===== src/rtl/regfile_pkg.sv =====
// regfile_pkg: shared sizes, requester ids and the write command carried to the register file
package regfile_pkg;
    localparam int NUM_REG = 8;
    localparam int REG_W   = 3;
    localparam int DATA_W  = 16;
    typedef enum logic {REQ_ALU = 1'b0, REQ_MEM = 1'b1} req_id_t;
    typedef struct packed {
        logic [REG_W-1:0]  dst;
        logic [DATA_W-1:0] data;
        logic              carry_we;
        logic              carry;
        logic              borrow_we;
        logic              borrow;
    } wr_cmd_t;
endpackage


===== src/rtl/regfile_write_arbiter_if.sv =====
// regfile_write_arbiter_if: producer handshakes, decode hazard lookups and register-file write strobes
interface regfile_write_arbiter_if;
    import regfile_pkg::*;
    logic               alu_valid_pi;
    logic               alu_ready_po;
    logic [REG_W-1:0]   alu_reg_pi;
    logic [DATA_W-1:0]  alu_data_pi;
    logic               alu_carry_we_pi;
    logic               alu_carry_pi;
    logic               alu_borrow_we_pi;
    logic               alu_borrow_pi;
    logic               mem_valid_pi;
    logic               mem_ready_po;
    logic [REG_W-1:0]   mem_reg_pi;
    logic [DATA_W-1:0]  mem_data_pi;
    logic               reserve_valid_pi;
    logic [REG_W-1:0]   reserve_reg_pi;
    logic [REG_W-1:0]   source_reg1_pi;
    logic [REG_W-1:0]   source_reg2_pi;
    logic               src1_busy_po;
    logic               src2_busy_po;
    logic               wr_en_po;
    logic [REG_W-1:0]   wr_reg_po;
    logic [DATA_W-1:0]  wr_data_po;
    logic               carry_we_po;
    logic               carry_po;
    logic               borrow_we_po;
    logic               borrow_po;
    logic [NUM_REG-1:0] pending_po;
    modport slave (
        input  alu_valid_pi, alu_reg_pi, alu_data_pi, alu_carry_we_pi, alu_carry_pi,
               alu_borrow_we_pi, alu_borrow_pi, mem_valid_pi, mem_reg_pi, mem_data_pi,
               reserve_valid_pi, reserve_reg_pi, source_reg1_pi, source_reg2_pi,
        output alu_ready_po, mem_ready_po, src1_busy_po, src2_busy_po, wr_en_po, wr_reg_po,
               wr_data_po, carry_we_po, carry_po, borrow_we_po, borrow_po, pending_po
    );
    modport master (
        output alu_valid_pi, alu_reg_pi, alu_data_pi, alu_carry_we_pi, alu_carry_pi,
               alu_borrow_we_pi, alu_borrow_pi, mem_valid_pi, mem_reg_pi, mem_data_pi,
               reserve_valid_pi, reserve_reg_pi, source_reg1_pi, source_reg2_pi,
        input  alu_ready_po, mem_ready_po, src1_busy_po, src2_busy_po, wr_en_po, wr_reg_po,
               wr_data_po, carry_we_po, carry_po, borrow_we_po, borrow_po, pending_po
    );
endinterface


===== src/rtl/rr_arbiter2.sv =====
// rr_arbiter2: two-way round-robin grant; bit 0 is the ALU, bit 1 the load path
module rr_arbiter2
    import regfile_pkg::*;
(
    input  logic       clk_pi,
    input  logic       reset_n_pi,
    input  logic [1:0] req,
    input  logic       advance,
    output logic [1:0] gnt
);
    req_id_t last_grant;
    assign gnt[0] = req[0] && (!req[1] || last_grant == REQ_MEM);
    assign gnt[1] = req[1] && (!req[0] || last_grant == REQ_ALU);
    always_ff @(posedge clk_pi or negedge reset_n_pi) begin
        if (!reset_n_pi) last_grant <= REQ_MEM;
        else if (advance) last_grant <= gnt[1] ? REQ_MEM : REQ_ALU;
    end
endmodule


===== src/rtl/regfile_write_arbiter.sv =====
// regfile_write_arbiter: shares the register-file write port and flag update between ALU and loads,
// and tracks per-register pending writes for decode RAW stalls
module regfile_write_arbiter
    import regfile_pkg::*;
(
    input  logic clk_pi,
    input  logic reset_n_pi,
    regfile_write_arbiter_if.slave bus
);
    logic [1:0]         gnt;
    logic               xfer;
    wr_cmd_t            alu_cmd, mem_cmd, cmd_d, cmd_q;
    logic               wr_en_q;
    logic [NUM_REG-1:0] pending_q, pending_d, set_mask, clr_mask;
    rr_arbiter2 u_arb (
        .clk_pi     (clk_pi),
        .reset_n_pi (reset_n_pi),
        .req        ({bus.mem_valid_pi, bus.alu_valid_pi}),
        .advance    (xfer),
        .gnt        (gnt)
    );
    assign bus.alu_ready_po = gnt[0];
    assign bus.mem_ready_po = gnt[1];
    assign xfer = |gnt;
    assign alu_cmd = '{dst: bus.alu_reg_pi, data: bus.alu_data_pi,
                       carry_we: bus.alu_carry_we_pi, carry: bus.alu_carry_pi,
                       borrow_we: bus.alu_borrow_we_pi, borrow: bus.alu_borrow_pi};
    assign mem_cmd = '{dst: bus.mem_reg_pi, data: bus.mem_data_pi,
                       carry_we: 1'b0, carry: 1'b0, borrow_we: 1'b0, borrow: 1'b0};
    // Set beats clear: a reserve in the same cycle belongs to a newer writer still in flight
    always_comb begin
        cmd_d     = gnt[0] ? alu_cmd : gnt[1] ? mem_cmd : '0;
        set_mask  = bus.reserve_valid_pi ? NUM_REG'(1) << bus.reserve_reg_pi : '0;
        clr_mask  = xfer ? NUM_REG'(1) << cmd_d.dst : '0;
        pending_d = (pending_q & ~clr_mask) | set_mask;
    end
    always_ff @(posedge clk_pi or negedge reset_n_pi) begin
        if (!reset_n_pi) begin
            wr_en_q   <= 1'b0;
            cmd_q     <= '0;
            pending_q <= '0;
        end else begin
            wr_en_q   <= xfer;
            cmd_q     <= cmd_d;
            pending_q <= pending_d;
        end
    end
    assign bus.wr_en_po     = wr_en_q;
    assign bus.wr_reg_po    = cmd_q.dst;
    assign bus.wr_data_po   = cmd_q.data;
    assign bus.carry_we_po  = cmd_q.carry_we;
    assign bus.carry_po     = cmd_q.carry;
    assign bus.borrow_we_po = cmd_q.borrow_we;
    assign bus.borrow_po    = cmd_q.borrow;
    assign bus.pending_po   = pending_q;
    assign bus.src1_busy_po = pending_q[bus.source_reg1_pi];
    assign bus.src2_busy_po = pending_q[bus.source_reg2_pi];
endmodule


===== src/flat_wrapper.sv =====
// flat-port wrapper written by rule: the top's interface ports become plain ports
module regfile_write_arbiter_flat import regfile_pkg::*;
  (clk_pi, reset_n_pi, bus_alu_valid_pi, bus_alu_reg_pi, bus_alu_data_pi, bus_alu_carry_we_pi, bus_alu_carry_pi, bus_alu_borrow_we_pi, bus_alu_borrow_pi, bus_mem_valid_pi, bus_mem_reg_pi, bus_mem_data_pi, bus_reserve_valid_pi, bus_reserve_reg_pi, bus_source_reg1_pi, bus_source_reg2_pi, bus_alu_ready_po, bus_mem_ready_po, bus_src1_busy_po, bus_src2_busy_po, bus_wr_en_po, bus_wr_reg_po, bus_wr_data_po, bus_carry_we_po, bus_carry_po, bus_borrow_we_po, bus_borrow_po, bus_pending_po);
  regfile_write_arbiter_if bus_i ();
  input  logic clk_pi;
  input  logic reset_n_pi;
  input wire logic [$bits(bus_i.alu_valid_pi)-1:0] bus_alu_valid_pi;
  input wire logic [$bits(bus_i.alu_reg_pi)-1:0] bus_alu_reg_pi;
  input wire logic [$bits(bus_i.alu_data_pi)-1:0] bus_alu_data_pi;
  input wire logic [$bits(bus_i.alu_carry_we_pi)-1:0] bus_alu_carry_we_pi;
  input wire logic [$bits(bus_i.alu_carry_pi)-1:0] bus_alu_carry_pi;
  input wire logic [$bits(bus_i.alu_borrow_we_pi)-1:0] bus_alu_borrow_we_pi;
  input wire logic [$bits(bus_i.alu_borrow_pi)-1:0] bus_alu_borrow_pi;
  input wire logic [$bits(bus_i.mem_valid_pi)-1:0] bus_mem_valid_pi;
  input wire logic [$bits(bus_i.mem_reg_pi)-1:0] bus_mem_reg_pi;
  input wire logic [$bits(bus_i.mem_data_pi)-1:0] bus_mem_data_pi;
  input wire logic [$bits(bus_i.reserve_valid_pi)-1:0] bus_reserve_valid_pi;
  input wire logic [$bits(bus_i.reserve_reg_pi)-1:0] bus_reserve_reg_pi;
  input wire logic [$bits(bus_i.source_reg1_pi)-1:0] bus_source_reg1_pi;
  input wire logic [$bits(bus_i.source_reg2_pi)-1:0] bus_source_reg2_pi;
  output wire logic [$bits(bus_i.alu_ready_po)-1:0] bus_alu_ready_po;
  output wire logic [$bits(bus_i.mem_ready_po)-1:0] bus_mem_ready_po;
  output wire logic [$bits(bus_i.src1_busy_po)-1:0] bus_src1_busy_po;
  output wire logic [$bits(bus_i.src2_busy_po)-1:0] bus_src2_busy_po;
  output wire logic [$bits(bus_i.wr_en_po)-1:0] bus_wr_en_po;
  output wire logic [$bits(bus_i.wr_reg_po)-1:0] bus_wr_reg_po;
  output wire logic [$bits(bus_i.wr_data_po)-1:0] bus_wr_data_po;
  output wire logic [$bits(bus_i.carry_we_po)-1:0] bus_carry_we_po;
  output wire logic [$bits(bus_i.carry_po)-1:0] bus_carry_po;
  output wire logic [$bits(bus_i.borrow_we_po)-1:0] bus_borrow_we_po;
  output wire logic [$bits(bus_i.borrow_po)-1:0] bus_borrow_po;
  output wire logic [$bits(bus_i.pending_po)-1:0] bus_pending_po;
  assign bus_i.alu_valid_pi = bus_alu_valid_pi;
  assign bus_i.alu_reg_pi = bus_alu_reg_pi;
  assign bus_i.alu_data_pi = bus_alu_data_pi;
  assign bus_i.alu_carry_we_pi = bus_alu_carry_we_pi;
  assign bus_i.alu_carry_pi = bus_alu_carry_pi;
  assign bus_i.alu_borrow_we_pi = bus_alu_borrow_we_pi;
  assign bus_i.alu_borrow_pi = bus_alu_borrow_pi;
  assign bus_i.mem_valid_pi = bus_mem_valid_pi;
  assign bus_i.mem_reg_pi = bus_mem_reg_pi;
  assign bus_i.mem_data_pi = bus_mem_data_pi;
  assign bus_i.reserve_valid_pi = bus_reserve_valid_pi;
  assign bus_i.reserve_reg_pi = bus_reserve_reg_pi;
  assign bus_i.source_reg1_pi = bus_source_reg1_pi;
  assign bus_i.source_reg2_pi = bus_source_reg2_pi;
  assign bus_alu_ready_po = bus_i.alu_ready_po;
  assign bus_mem_ready_po = bus_i.mem_ready_po;
  assign bus_src1_busy_po = bus_i.src1_busy_po;
  assign bus_src2_busy_po = bus_i.src2_busy_po;
  assign bus_wr_en_po = bus_i.wr_en_po;
  assign bus_wr_reg_po = bus_i.wr_reg_po;
  assign bus_wr_data_po = bus_i.wr_data_po;
  assign bus_carry_we_po = bus_i.carry_we_po;
  assign bus_carry_po = bus_i.carry_po;
  assign bus_borrow_we_po = bus_i.borrow_we_po;
  assign bus_borrow_po = bus_i.borrow_po;
  assign bus_pending_po = bus_i.pending_po;
  regfile_write_arbiter u_core (.clk_pi(clk_pi), .reset_n_pi(reset_n_pi), .bus(bus_i));
endmodule

===== config.mk =====
export PLATFORM = sky130hd
export DESIGN_NAME = regfile_write_arbiter_flat
export DESIGN_NICKNAME = d
export VERILOG_FILES = /design/src/rtl/regfile_pkg.sv /design/src/rtl/regfile_write_arbiter_if.sv /design/src/rtl/rr_arbiter2.sv /design/src/rtl/regfile_write_arbiter.sv /design/src/flat_wrapper.sv
export SDC_FILE = /design/constraint.sdc
export NUM_CORES = 1
export LEC_CHECK = 0
export CAP_MARGIN = 20
export CORE_MARGIN = 8
export CORE_UTILIZATION = 30
export DETAILED_ROUTE_END_ITERATION = 10
export GPL_TIMING_DRIVEN = 0
export PLACE_DENSITY = 0.79
export RECOVER_POWER = 25
export REMOVE_ABC_BUFFERS = 1
export SLEW_MARGIN = 10
export SYNTH_ARGS = -nofsm -noshare
export SYNTH_HDL_FRONTEND = slang
export SYNTH_SLANG_ARGS = --single-unit

===== constraint.sdc =====
create_clock -name clk_pi -period 2.2 [get_ports clk_pi]
set_input_delay 0.55 -clock clk_pi [delete_from_list [all_inputs] [get_ports clk_pi]]
set_output_delay 0.55 -clock clk_pi [all_outputs]
set_load 0.005 [all_outputs]

== Word level (Yosys, flattened, before mapping) ==
Cells that the tools add are included.
Storage, ports and cells
  register bits after elaboration: 33
  memories kept: 0
  memory bits (read-only): 0
  latch bits: 0
  memory bits (writable): 0
Cells by class
  reductions and logical operators: 7
  muxes and demuxes: 9
  div/mod/pow operators: 0
  multiply operators: 0
  equality and inequality tests: 0
  shift operators: 2
  bitwise logic cells: 4
  $lt $le $gt $ge: 2
  add/sub/neg operators: 0
Operators by type and width (number)
  $mux W23: 2
  $mux W8: 2
  $shl A1 B3 Y8 const A: 2
  $and A8 B8 Y8: 1
  $lt A3 B4 Y1 const B: 2
  $not A8 Y8: 1
  $or A8 B8 Y8: 1
  $bmux W1 S3: 2
  $mux W1: 3
  $logic_and A1 B1 Y1: 2
  $logic_not A1 Y1: 2
  $logic_or A1 B1 Y1: 2
  $reduce_or A2 Y1: 1
  $not A1 Y1: 1

== Depth between registers and ports, before layout ==
Gate-level depths: netlist of the first run.
  depth in word-level cells: 10
  depth in mapped cells: 6

== Cells and area by module ==
From an unflattened synthesis of the first run, not the netlist that was laid out.
Unflattened totals
  cells, all modules: 125
  area, all modules: 1517.7 µm²
By module, submodules not included
  regfile_write_arbiter: times used 1, area each 1453.9 µm², cells an instance 120
  rr_arbiter2: times used 1, area each 63.8 µm², cells an instance 5

== Worst setup path after synthesis of the first run ==
OpenSTA, ideal clock, no wires.
  kind: input port to output port
  from: input bus_source_reg1_pi[0]
  to: output bus_src1_busy_po
  data arrival time: 1.282 ns
  path buffers: 0
  setup slack: 0.368 ns
  stages: 2
  cell sequence: mux4_2 > mux2_2
Between the ends
  cells in the longest elaborated chain, start to end: 2
RTL lines
  start, declared: RTL line flat_wrapper.sv:19  | input wire logic [$bits(bus_i.source_reg1_pi)-1:0] bus_source_reg1_pi;
  $bmux W1 S3: RTL line regfile_write_arbiter.sv:56  | assign bus.src1_busy_po = pending_q[bus.source_reg1_pi];
  $mux W1 (not written as such): RTL line regfile_write_arbiter.sv:56
  end, declared: RTL line flat_wrapper.sv:23  | output wire logic [$bits(bus_i.src1_busy_po)-1:0] bus_src1_busy_po;
No other way between the ends. The select of a mux whose other input is x is not followed.

== Worst setup path in the final report of the first run ==
  from: input bus_mem_valid_pi
  to: output bus_mem_ready_po
Between the ends
  cells in the longest elaborated chain, start to end: 1
RTL lines
  start, declared: RTL line flat_wrapper.sv:14  | input wire logic [$bits(bus_i.mem_valid_pi)-1:0] bus_mem_valid_pi;
  $logic_and A1 B1 Y1: RTL line rr_arbiter2.sv:13  | assign gnt[1] = req[1] && (!req[0] || last_grant == REQ_ALU);
  end, declared: RTL line flat_wrapper.sv:22  | output wire logic [$bits(bus_i.mem_ready_po)-1:0] bus_mem_ready_po;
No other way between the ends.

==> results.md, run 1 <==
* Violations in the final reports: max-capacitance violations, max-slew violations
* Sum of buffers and inverters on the critical path at 2
* Cells traversed along the worst timing path: clkdlybuf4s15_1, a21boi_4, clkdlybuf4s50_1
* Max layer used: met4
* Clock sinks at 33
* Hold path start: u_core.bus.pending_po[4]
* Met2 wire len at 2450 um
* Gpl congestion at 0.797
* Detailed-route DRC error count at 0
* Fraction of power spent switching nets at 26.4%
* FF+latch count, synth at 33
* Slew HR at -14.0%
* Register clock-pin slew on the reported worst setup and hold paths at 0.06 ns
* IO Port Bufs at 91
* Cell at the slowest stage of the critical path: clkdlybuf4s50_1
* Total inserted antenna cells at 0
* Number of standard cells in the final layout excluding fillers at 264
* Number of rows in the core area at 25
* Area growth from synthesis to layout at 76.0%
* Via total after detailed routing at 1296
* Total Die Area at 0.00715 mm2
* Critical Path End Type: output pin
* Post-Synthesis Cell Area at 0.00141 mm2
* Reg-to-reg critical path startpoint: u_core.u_arb.last_grant
* Finished Cell Area at 0.00248 mm2
* Most frequent standard cell in the layout excluding fill and tap cells: clkdlybuf4s50_1
* Die extent in y at 84.6 um
* Top library cells by usage in the layout, fill and taps aside: clkdlybuf4s50_1, dfrtp_1, a22o_1
* Clock latency on the worst-skew pair at 0.28 ns
* Worst-case clock skew at 0.00626 ns
* Crit path from: bus_mem_valid_pi
* Worst setup SP type: primary input
* Power share of the clock group at 24.9%
* Fraction of final layout cells with drive strength greater than 1 at 17.1%
* Fraction of power consumed by combinational cells at 32.3%
* Hold-fix buffers, CTS at 0
* Highest attainable clock frequency at 462 MHz
* Required @ worst endpoint at 1.65 ns
* Total detailed-routing wirelength at 4700 um
* Post-detailed-route count of antenna-violating nets at 0
* Die width at 84.6 um
* Global-route wire length before repair at 7270 um
* CP max FO at 5
* Fin crit period at 2.17 ns
* Data arrival time at the worst-slack endpoint at 1.62 ns
* Worst ir drop on vdd at 0.231 mV
* # setup viols final at 0
* Wire length on met3 at 298 um
* Global-route usage over all layers at 13.2%
* Flop2flop setup slack at 0.31 ns
* Synth Instances at 108
* Antenna violations before repair at 0
* Portion of the clock cycle consumed by the worst path in the final layout at 98.5%
* Maximum number of pins on one net before global-route repair at 34
* Number of global-route vias before repair at 1405
* Deepest level of the CTS H-tree at 2
* CP max stage delay at 0.52 ns
* Count of final max-slew check failures at 34
* I/O Pins at 92
* Detailed-router iteration count before antenna repair at 4
* CTS tree: built
* Class of the tightest hold or removal check: reg2reg
* Initial Utilization at 30.5%
* Number of placed cells counting well taps at 247
* HPWL after DPL at 3520 um
* Sw power at 454 uW
* Placed cell area at 0.00234 mm2
* Total number of yosys warnings at 0
* Synthesized area divided by synthesized cell count at 13.1 um2
* Synth cell types at 25
* Vias per cell at 4.91
* Cell area power density at 694 mW/mm2
* Number of hold violations in the final report at 0
* Result of the run: finished, violations left
* Unrepaired setup endpoints after global routing: no
* Total of max-cap violations at 1
* Setup Crit Path Kind: in2out
* Sequential fraction of design power at 42.8%
* Cell class contributing the biggest share of worst-path delay: buffers and inverters
* Met1 layer wirelength in the final routing at 1870 um
* Std-Cell Core Area at 0.00463 mm2
* Leakage power at 1.09 nW
* Clock Tree Buf Depth at 2
* Average routed wire per standard cell at 17.8 um
* Cell at the root of the clock tree: clkbuf_8
* Register area share after synthesis at 58.7%
* Number of nets at the end of the flow at 265
* TritonCTS buffer count at 5
* Iteration-0 DRC Markers at 45
* Remaining global-route overflow at 0
* Internal at 1.27 mW
* Least-Margin Pin Slew at 1.71 ns
* Filler instances at 410
==> state kept, by name (all words and copies together) (netlist names) <==
register and cells:
u_core.bus.wr_data_po 16, u_core.bus.pending_po 8, u_core.bus.wr_reg_po 3, u_core.bus.borrow_po 1
u_core.bus.borrow_we_po 1, u_core.bus.carry_po 1, u_core.bus.carry_we_po 1, u_core.bus.wr_en_po 1
u_core.u_arb.last_grant 1
==> cells in the mapped netlist (all sizes together) <==
| cell | n | share of area [%] |
|---|---|---|
| inv | 5 | 1.3 |
| nand2b | 1 | 0.98 |
| and3 | 4 | 1.8 |
| nor2b | 3 | 1.3 |
| a22o | 16 | 9.9 |
| buf | 5 | 2.6 |
| a32oi | 4 | 3.5 |
| nor2 | 2 | 0.53 |
| mux2 | 2 | 1.6 |
| a21oi | 1 | 0.35 |
| clkbuf | 1 | 0.27 |
| or2 | 1 | 0.44 |
| mux4 | 4 | 6.4 |
| dfstp | 1 | 1.9 |
| and2 | 1 | 0.44 |
| dfrtp | 32 | 57 |
| nand2 | 11 | 2.9 |
| a21boi | 1 | 0.80 |
| nand3 | 4 | 1.4 |
| nand4 | 1 | 0.44 |
| o31ai | 8 | 4.3 |
==> metrics by stage <==
stage	utilization, %	power, mW	worst slack (ns)	setup TNS (ns)	hold WS [ns]
detailed placement	50.6	1.28	-1.13	-13.95	0.508
global route	53.6	1.83	0.0103	0	0.600
floorplan	-	0.915	0.368	0	0.254
global placement	50.7	1.26	-1.09	-14.60	0.494
CTS	54.0	1.75	0.000461	0	0.342
finish	53.6	1.72	0.0335	0	0.563
==> power by group through the flow <==
stage / clock, mW / sequential [mW] / combinational, mW
floorplan: 0 / 0.753 / 0.162
detailed placement: 0 / 0.759 / 0.519
global placement: 0 / 0.752 / 0.511
CTS: 0.442 / 0.738 / 0.571
finish: 0.429 / 0.737 / 0.557
global route: 0.475 / 0.747 / 0.605
==> final cells by class <==
type / instances / area [um2] / area share, %
Timing Repair Buffer: 99 / 940 / 37.9
Inverter: 5 / 18.8 / 0.756
Clock inverter: 2 / 10.0 / 0.403
Clock buffer: 6 / 72.6 / 2.92
Multi-Input combinational cell: 65 / 546 / 22.0
Sequential cell: 33 / 827 / 33.3
Tap cell: 54 / 67.6 / 2.72
==> layer usage <==
layer  GRT usage [%]  vias up
met1            14.7      619
li1                -      608
met4            6.31        0
met3            3.61        8
met2            22.8       61
met5               0        -
==> worst paths after layout <==
kind | endpoint | cells past startpoint
min in group asynchronous | u_core.bus.wr_data_po[9] | 1
max in group asynchronous | u_core.bus.pending_po[4] | 1
worst max-delay path | bus_mem_ready_po | 3
worst min-delay path | u_core.bus.pending_po[4] | 2
worst max register to register | u_core.bus.pending_po[2] | 7
worst min register to register | u_core.bus.pending_po[4] | 2
==> kinds of logic (layout without fill, tap and decap cells) <==
logic type / Yosys count / after routing / synth area share [%]
AOI/OAI and AO/OA: 30 / 31 / 18.9
buffers and inverters: 11 / 112 / 4.17
DFF: 33 / 33 / 58.7
muxes: 6 / 6 / 7.99
and+or+nand+nor: 28 / 28 / 10.3
==> worst register-to-register path: stages (launching register included) <==
cell      delay, ns
dfstp_2        0.53
buf_4          0.14
a21boi_4       0.06
buf_4          0.20
a32oi_2        0.35
inv_2          0.13
o31ai_1        0.27
nand2_1        0.09
==> what timing repair did <==
action / 4_1_cts / 5_1_grt
setup endpoints to repair: 15 / 4
pin swaps: 1 / 0
resized for setup: 23 / 5
setup buffers: 8 / 0
gates cloned: 1 / 0
No activity file was read; power rests on OpenSTA's default activity.
==> run 2: changes to the inputs <==
Settings changed: SKIP_CTS_REPAIR_TIMING from default to 1.
==> results.md, run 2 (synthesis results as in run 1) <==
* Result of the run: finished, violations left (unchanged)
* Violations in the final reports: max-capacitance violations, max-slew violations (unchanged)
* Gpl congestion at 0.797 (unchanged)
* Leakage power at 1.14 nW (was 1.09 nW)
* Initial Utilization at 30.5% (unchanged)
* Number of rows in the core area at 25 (unchanged)
* I/O Pins at 92 (unchanged)
* Number of hold violations in the final report at 0 (unchanged)
* Filler instances at 402 (was 410)
* Register clock-pin slew on the reported worst setup and hold paths at 0.06 ns (about the same)
* Sequential fraction of design power at 43.5% (was 42.8%)
* Global-route wire length before repair at 6850 um (was 7270 um)
* Setup Crit Path Kind: reg2out (was in2out)
* CTS tree: built (unchanged)
* Fin crit period at 2.14 ns (was 2.17 ns)
* Fraction of final layout cells with drive strength greater than 1 at 16.6% (was 17.1%)
* Unrepaired setup endpoints after global routing: no (unchanged)
* Cell at the slowest stage of the critical path: mux4_2 (was clkdlybuf4s50_1)
* Clock Tree Buf Depth at 2 (unchanged)
* Fraction of power spent switching nets at 26.3% (was 26.4%)
* Maximum number of pins on one net before global-route repair at 34 (unchanged)
* Global-route usage over all layers at 12.4% (was 13.2%)
* Internal at 1.26 mW (was 1.27 mW)
* Required @ worst endpoint at 1.65 ns (about the same)
* Total Die Area at 0.00715 mm2 (unchanged)
* TritonCTS buffer count at 5 (unchanged)
* IO Port Bufs at 91 (unchanged)
* Total inserted antenna cells at 0 (unchanged)
* CP max FO at 4 (was 5)
* Vias per cell at 4.82 (was 4.91)
* Die extent in y at 84.6 um (unchanged)
* Die width at 84.6 um (unchanged)
* Class of the tightest hold or removal check: reg2reg (unchanged)
* Antenna violations before repair at 0 (unchanged)
* Count of final max-slew check failures at 34 (unchanged)
* Detailed-router iteration count before antenna repair at 4 (unchanged)
* Detailed-route DRC error count at 0 (unchanged)
* Iteration-0 DRC Markers at 63 (was 45)
* Number of global-route vias before repair at 1353 (was 1405)
* Most frequent standard cell in the layout excluding fill and tap cells: clkdlybuf4s50_1 (unchanged)
* Least-Margin Pin Slew at 1.73 ns (was 1.71 ns)
* Via total after detailed routing at 1276 (was 1296)
* Clock sinks at 33 (unchanged)
* Number of flip-flops under the largest register name at 16 (unchanged)
* Worst-case clock skew at 0.00547 ns (was 0.00626 ns)
* Fraction of power consumed by combinational cells at 31.5% (was 32.3%)
* Cell at the root of the clock tree: clkbuf_8 (unchanged)
* Remaining global-route overflow at 0 (unchanged)
* CP max stage delay at 0.47 ns (was 0.52 ns)
* Clock latency on the worst-skew pair at 0.28 ns (about the same)
* Deepest level of the CTS H-tree at 2 (unchanged)
* Data arrival time at the worst-slack endpoint at 1.59 ns (was 1.62 ns)
* Portion of the clock cycle consumed by the worst path in the final layout at 97.1% (was 98.5%)
* Top library cells by usage in the layout, fill and taps aside: clkdlybuf4s50_1, dfrtp_1, a22o_1 (unchanged)
* Cell area power density at 683 mW/mm2 (was 694 mW/mm2)
* Sw power at 450 uW (was 454 uW)
* # setup viols final at 0 (unchanged)
* Worst setup SP type: register (was primary input)
* Number of placed cells counting well taps at 247 (unchanged)
* Total of max-cap violations at 1 (unchanged)
* Power share of the clock group at 25.0% (was 24.9%)
* Post-detailed-route count of antenna-violating nets at 0 (unchanged)
* Slew HR at -15.3% (was -14.0%)
* Sum of negative setup slack at 0 ns (unchanged)
* Cells traversed along the worst timing path: mux4_2, mux2_2, dlymetal6s2s_1 (was clkdlybuf4s15_1, a21boi_4, clkdlybuf4s50_1)
* Number of nets at the end of the flow at 266 (was 265)
* Area growth from synthesis to layout at 77.7% (was 76.0%)
* Worst ir drop on vdd at 0.230 mV (was 0.231 mV)
* Total detailed-routing wirelength at 4650 um (was 4700 um)
* Number of standard cells in the final layout excluding fillers at 265 (was 264)
* Highest attainable clock frequency at 468 MHz (was 462 MHz)
* Average routed wire per standard cell at 17.5 um (was 17.8 um)
* HPWL after DPL at 3520 um (unchanged)
* Std-Cell Core Area at 0.00463 mm2 (unchanged)
* Critical Path End Type: output pin (unchanged)
## run 2: per-layer routing
layer | share of wire [%] | global-route usage [%]
met1 | 41 | 14.0
met3 | 6.3 | 3.61
met2 | 51 | 20.9
met4 | 1.9 | 6.31
met5 | 0 | 0
## run 2: final timing paths
path                       slack [ns]                     start                  endpoint  cells after the start
min reg2reg                      0.56  u_core.bus.pending_po[4]  u_core.bus.pending_po[4]                      2
max                              0.06  u_core.bus.pending_po[7]          bus_src1_busy_po                      3
max in group asynchronous        0.48                reset_n_pi  u_core.bus.pending_po[4]                      1
max reg2reg                      0.39   u_core.u_arb.last_grant  u_core.bus.pending_po[2]                      6
min in group asynchronous        0.72                reset_n_pi  u_core.bus.wr_data_po[9]                      1
min                              0.56  u_core.bus.pending_po[4]  u_core.bus.pending_po[4]                      2
## run 2: per-stage QoR
step           setup WS (ns)  total power, mW  hold WS (ns)  area, um2  utilization, %
2_1_floorplan          0.368            0.915         0.254       1370               -
3_3_place_gp           -1.09             1.26         0.494       2350            50.7
3_5_place_dp           -1.13             1.28         0.508       2340            50.6
4_1_cts                -1.10             1.71         0.342       2430            52.4
5_1_grt              0.00739             1.82         0.578       2510            54.1
6_report              0.0640             1.71         0.564       2510            54.1
## run 2: power by group through the flow
stage	logic [mW]	registers [mW]	clock network (mW)
floorplan	0.162	0.753	0
global placement	0.511	0.752	0
detailed placement	0.519	0.759	0
CTS	0.520	0.748	0.442
global route	0.587	0.755	0.475
finish	0.539	0.745	0.428
## run 2: area by class of cell
class | instances | area, um2 | area share, %
Timing Repair Buffer | 100 | 965 | 38.5
Sequential cell | 33 | 827 | 33.0
Multi-Input combinational cell | 65 | 546 | 21.8
Clock buffer | 6 | 72.6 | 2.90
Tap cell | 54 | 67.6 | 2.70
Inverter | 5 | 18.8 | 0.749
Clock inverter | 2 | 10.0 | 0.399
## run 2: critical path: cells and delay by family (launching register included)
kind,cells,cell delay [ns]
buf+inv,1,0.15
flops,1,0.42
mux,2,0.73
==> run 3: changes to the inputs <==
Settings changed: CAP_MARGIN 20 to 10, PLACE_DENSITY 0.79 to 0.77, RECOVER_POWER 25 to 100, SYNTH_HIERARCHICAL from default to 1.
==> results.md, run 3 <==
* Result of the run: finished, violations left (unchanged)
* Violations in the final reports: negative setup slack (was max-capacitance violations, max-slew violations)
* Clock latency on the worst-skew pair at 0.28 ns (about the same)
* Crit path setup slack, layout at -0.0295 ns (was 0.0640 ns)
* Fraction of registers with async set/reset at 100% (unchanged)
* I/O Pins at 92 (unchanged)
* Std-Cell Core Area at 0.00501 mm2 (was 0.00463 mm2)
* CTS tree: built (unchanged)
* Post-Synthesis Cell Area at 0.00152 mm2 (was 0.00141 mm2)
* Worst-case clock skew at 0.00465 ns (was 0.00547 ns)
* Remaining global-route overflow at 0 (unchanged)
* Total of max-cap violations at 0 (was 1)
* Total Die Area at 0.00759 mm2 (was 0.00715 mm2)
* Total number of yosys warnings at 6 (was 0)
* Worst ir drop on vdd at 0.331 mV (was 0.230 mV)
* Maximum number of pins on one net before global-route repair at 34 (unchanged)
* Number of flip-flops under the largest register name at 16 (unchanged)
* Iteration-0 DRC Markers at 74 (was 63)
* Count of final max-slew check failures at 0 (was 34)
* Via total after detailed routing at 1437 (was 1276)
* Least-Margin Pin Slew at 0.719 ns (was 1.73 ns)
* Synth Instances at 125 (was 108)
* Critical Path End Type: output pin (unchanged)
* Number of placed cells counting well taps at 282 (was 247)
* Detailed-route DRC error count at 0 (unchanged)
* Total inserted antenna cells at 0 (unchanged)
* Clock sinks at 33 (unchanged)
* Dominant cells by area after synthesis: dfrtp_1, a22o_1, mux4_1 (was dfrtp_1, a22o_1, mux4_2)
* Synthesized area divided by synthesized cell count at 12.1 um2 (was 13.1 um2)
* Cell at the root of the clock tree: clkbuf_8 (unchanged)
* FF+latch count, synth at 33 (unchanged)
* Portion of the clock cycle consumed by the worst path in the final layout at 101% (was 97.1%)
* Fraction of final layout cells with drive strength greater than 1 at 13.2% (was 16.6%)
* IO Port Bufs at 91 (unchanged)
* Slew HR at 52.1% (was -15.3%)
* Most used standard cell by instance count after synthesis: dfrtp_1 (unchanged)
* TritonCTS buffer count at 5 (unchanged)
* Primary flip-flop cell chosen by synthesis mapping: dfrtp_1 (unchanged)
* Flop2flop setup slack at 0.12 ns (was 0.39 ns)
* Die extent in y at 87.1 um (was 84.6 um)
* Most frequent standard cell in the layout excluding fill and tap cells: clkdlybuf4s50_1 (unchanged)
* Average routed wire per standard cell at 16.7 um (was 17.5 um)
* Global-route wire length before repair at 7080 um (was 6850 um)
* Fin crit period at 2.23 ns (was 2.14 ns)
* Area growth from synthesis to layout at 75.1% (was 77.7%)
* Register clock-pin slew on the reported worst setup and hold paths at 0.07 ns (was 0.06 ns)
* Required @ worst endpoint at 1.65 ns (about the same)
* Worst setup SP type: register (unchanged)
* Global-route usage over all layers at 12.2% (was 12.4%)
* Deepest level of the CTS H-tree at 2 (unchanged)
* Class of the tightest hold or removal check: in2async (was reg2reg)
* Number of cell instances on the worst register-to-register path at 7 (was 6)
* Clock Tree Buf Depth at 2 (unchanged)
* Post-synth EDFFs at 0 (unchanged)
* Synth cell types at 30 (was 25)
* Setup Crit Path Kind: reg2out (unchanged)
* Number of nets at the end of the flow at 283 (was 266)
* HPWL after DPL at 3720 um (was 3520 um)
* Initial Utilization at 30.3% (was 30.5%)
* Reg-to-reg critical path startpoint: u_core/u_arb/last_grant (was u_core.u_arb.last_grant)
* Highest attainable clock frequency at 449 MHz (was 468 MHz)
* Gpl congestion at 0.780 (was 0.797)
* Top library cells by usage in the layout, fill and taps aside: clkdlybuf4s50_1, dfrtp_1, dlygate4sd3_1 (was clkdlybuf4s50_1, dfrtp_1, a22o_1)
* Critical register-to-register path endpoint: u_core/bus.pending_po[4] (was u_core.bus.pending_po[2])
* Cell taking the most area after synthesis: dfrtp_1 (unchanged)
* Total detailed-routing wirelength at 4980 um (was 4650 um)
* Antenna violations before repair at 0 (unchanged)
* Commonest cells in the netlist: dfrtp_1, a22o_1, inv_1, nand2_1, nand3_1 (was dfrtp_1, a22o_1, nand2_1, o31ai_1)
* Post-detailed-route count of antenna-violating nets at 0 (unchanged)
* Detailed-router iteration count before antenna repair at 4 (unchanged)
* Data arrival time at the worst-slack endpoint at 1.68 ns (was 1.59 ns)
* CP max FO at 5 (was 4)
* # setup viols final at 1 (was 0)
* Post-Route Hold Slack at 0.318 ns (was 0.564 ns)
* Number of global-route vias before repair at 1413 (was 1353)
* Number of hold violations in the final report at 0 (unchanged)
* Leakage power at 1.23 nW (was 1.14 nW)
* Register area share after synthesis at 54.5% (was 58.7%)
* Vias per cell at 4.82 (about the same)
* Number of standard cells in the final layout excluding fillers at 298 (was 265)
* Die width at 87.1 um (was 84.6 um)
* Share of Yosys cell area claimed by the top area cell type at 52.8% (was 56.8%)
* Sum of negative setup slack at -0.0295 ns (was 0 ns)
* Cell area power density at 638 mW/mm2 (was 683 mW/mm2)
* Number of rows in the core area at 26 (was 25)
* Unrepaired setup endpoints after global routing: yes (was no)
## run 3: cell count changes after synthesis, moves of 5 or more
| cell | change |
|---|---|
| o31ai_1 | -7 |
| a31oi_1 | +5 |
| inv_1 | +7 |
| o21ai_0 | +6 |
| o211ai_1 | +5 |
## run 3: layout make-up
| cell class | instances | area [um2] |
|---|---|---|
| flip-flops and latches | 33 | 830 |
| clock inverters | 3 | 17.5 |
| inverters | 10 | 37.5 |
| well taps | 70 | 87.6 |
| fillers | 463 | 2350 |
| repair buffers | 101 | 977 |
| clock buffers | 5 | 68.8 |
| multi-input cells | 76 | 639 |
## run 3: power breakdown
group          total (mW)  leakage [nW]  switching (mW)  internal (mW)
clock               0.435        0.0439           0.217          0.218
combinational       0.523         0.788           0.193          0.330
sequential          0.737         0.394          0.0517          0.686
total                1.70          1.23           0.462           1.23
## run 3: metrics by stage
| step | cell area [um2] | setup WS, ns | utilization [%] | power (mW) |
|---|---|---|---|---|
| 4_1_cts | 2620 | -0.706 | 52.3 | 1.73 |
| 3_3_place_gp | 2490 | -3.68 | 49.7 | 1.26 |
| 5_1_grt | 2660 | -0.104 | 53.0 | 1.79 |
| 6_report | 2660 | -0.0295 | 53.0 | 1.70 |
| 2_1_floorplan | 1490 | -1.52 | - | 0.918 |
| 3_5_place_dp | 2540 | -0.704 | 50.6 | 1.29 |
## run 3: worst max path at each step
stage | start | endpoint
2_1_floorplan | u_core/u_arb/last_grant | u_core/bus.pending_po[0]
3_3_place_gp | bus_alu_valid_pi | u_core/bus.wr_data_po[3]
3_5_place_dp | bus_source_reg1_pi[1] | bus_src1_busy_po
4_1_cts | bus_source_reg2_pi[1] | bus_src2_busy_po
5_1_grt | u_core/bus.pending_po[2] | bus_src2_busy_po
6_report | u_core/bus.pending_po[2] | bus_src2_busy_po
## run 3: worst max-delay path: stages, from the launching register on
cell and delay [ns]:
dfrtp_2 0.44, buf_4 0.14, mux4_2 0.44, mux2_2 0.27
clkbuf_2 0.11
## run 3: kinds of logic after synthesis
family	synth area share [%]
buf+inv	4.29
flops	54.5
mux	9.40
simple gates	12.0
compound gates	19.9
## run 3: routing by layer
metal	vias up	routed length (um)	GRT usage [%]
met5	-	0	0
li1	680	-	-
met2	67	2430	20.6
met3	8	445	4.62
met4	0	64	3.91
met1	682	2040	13.7
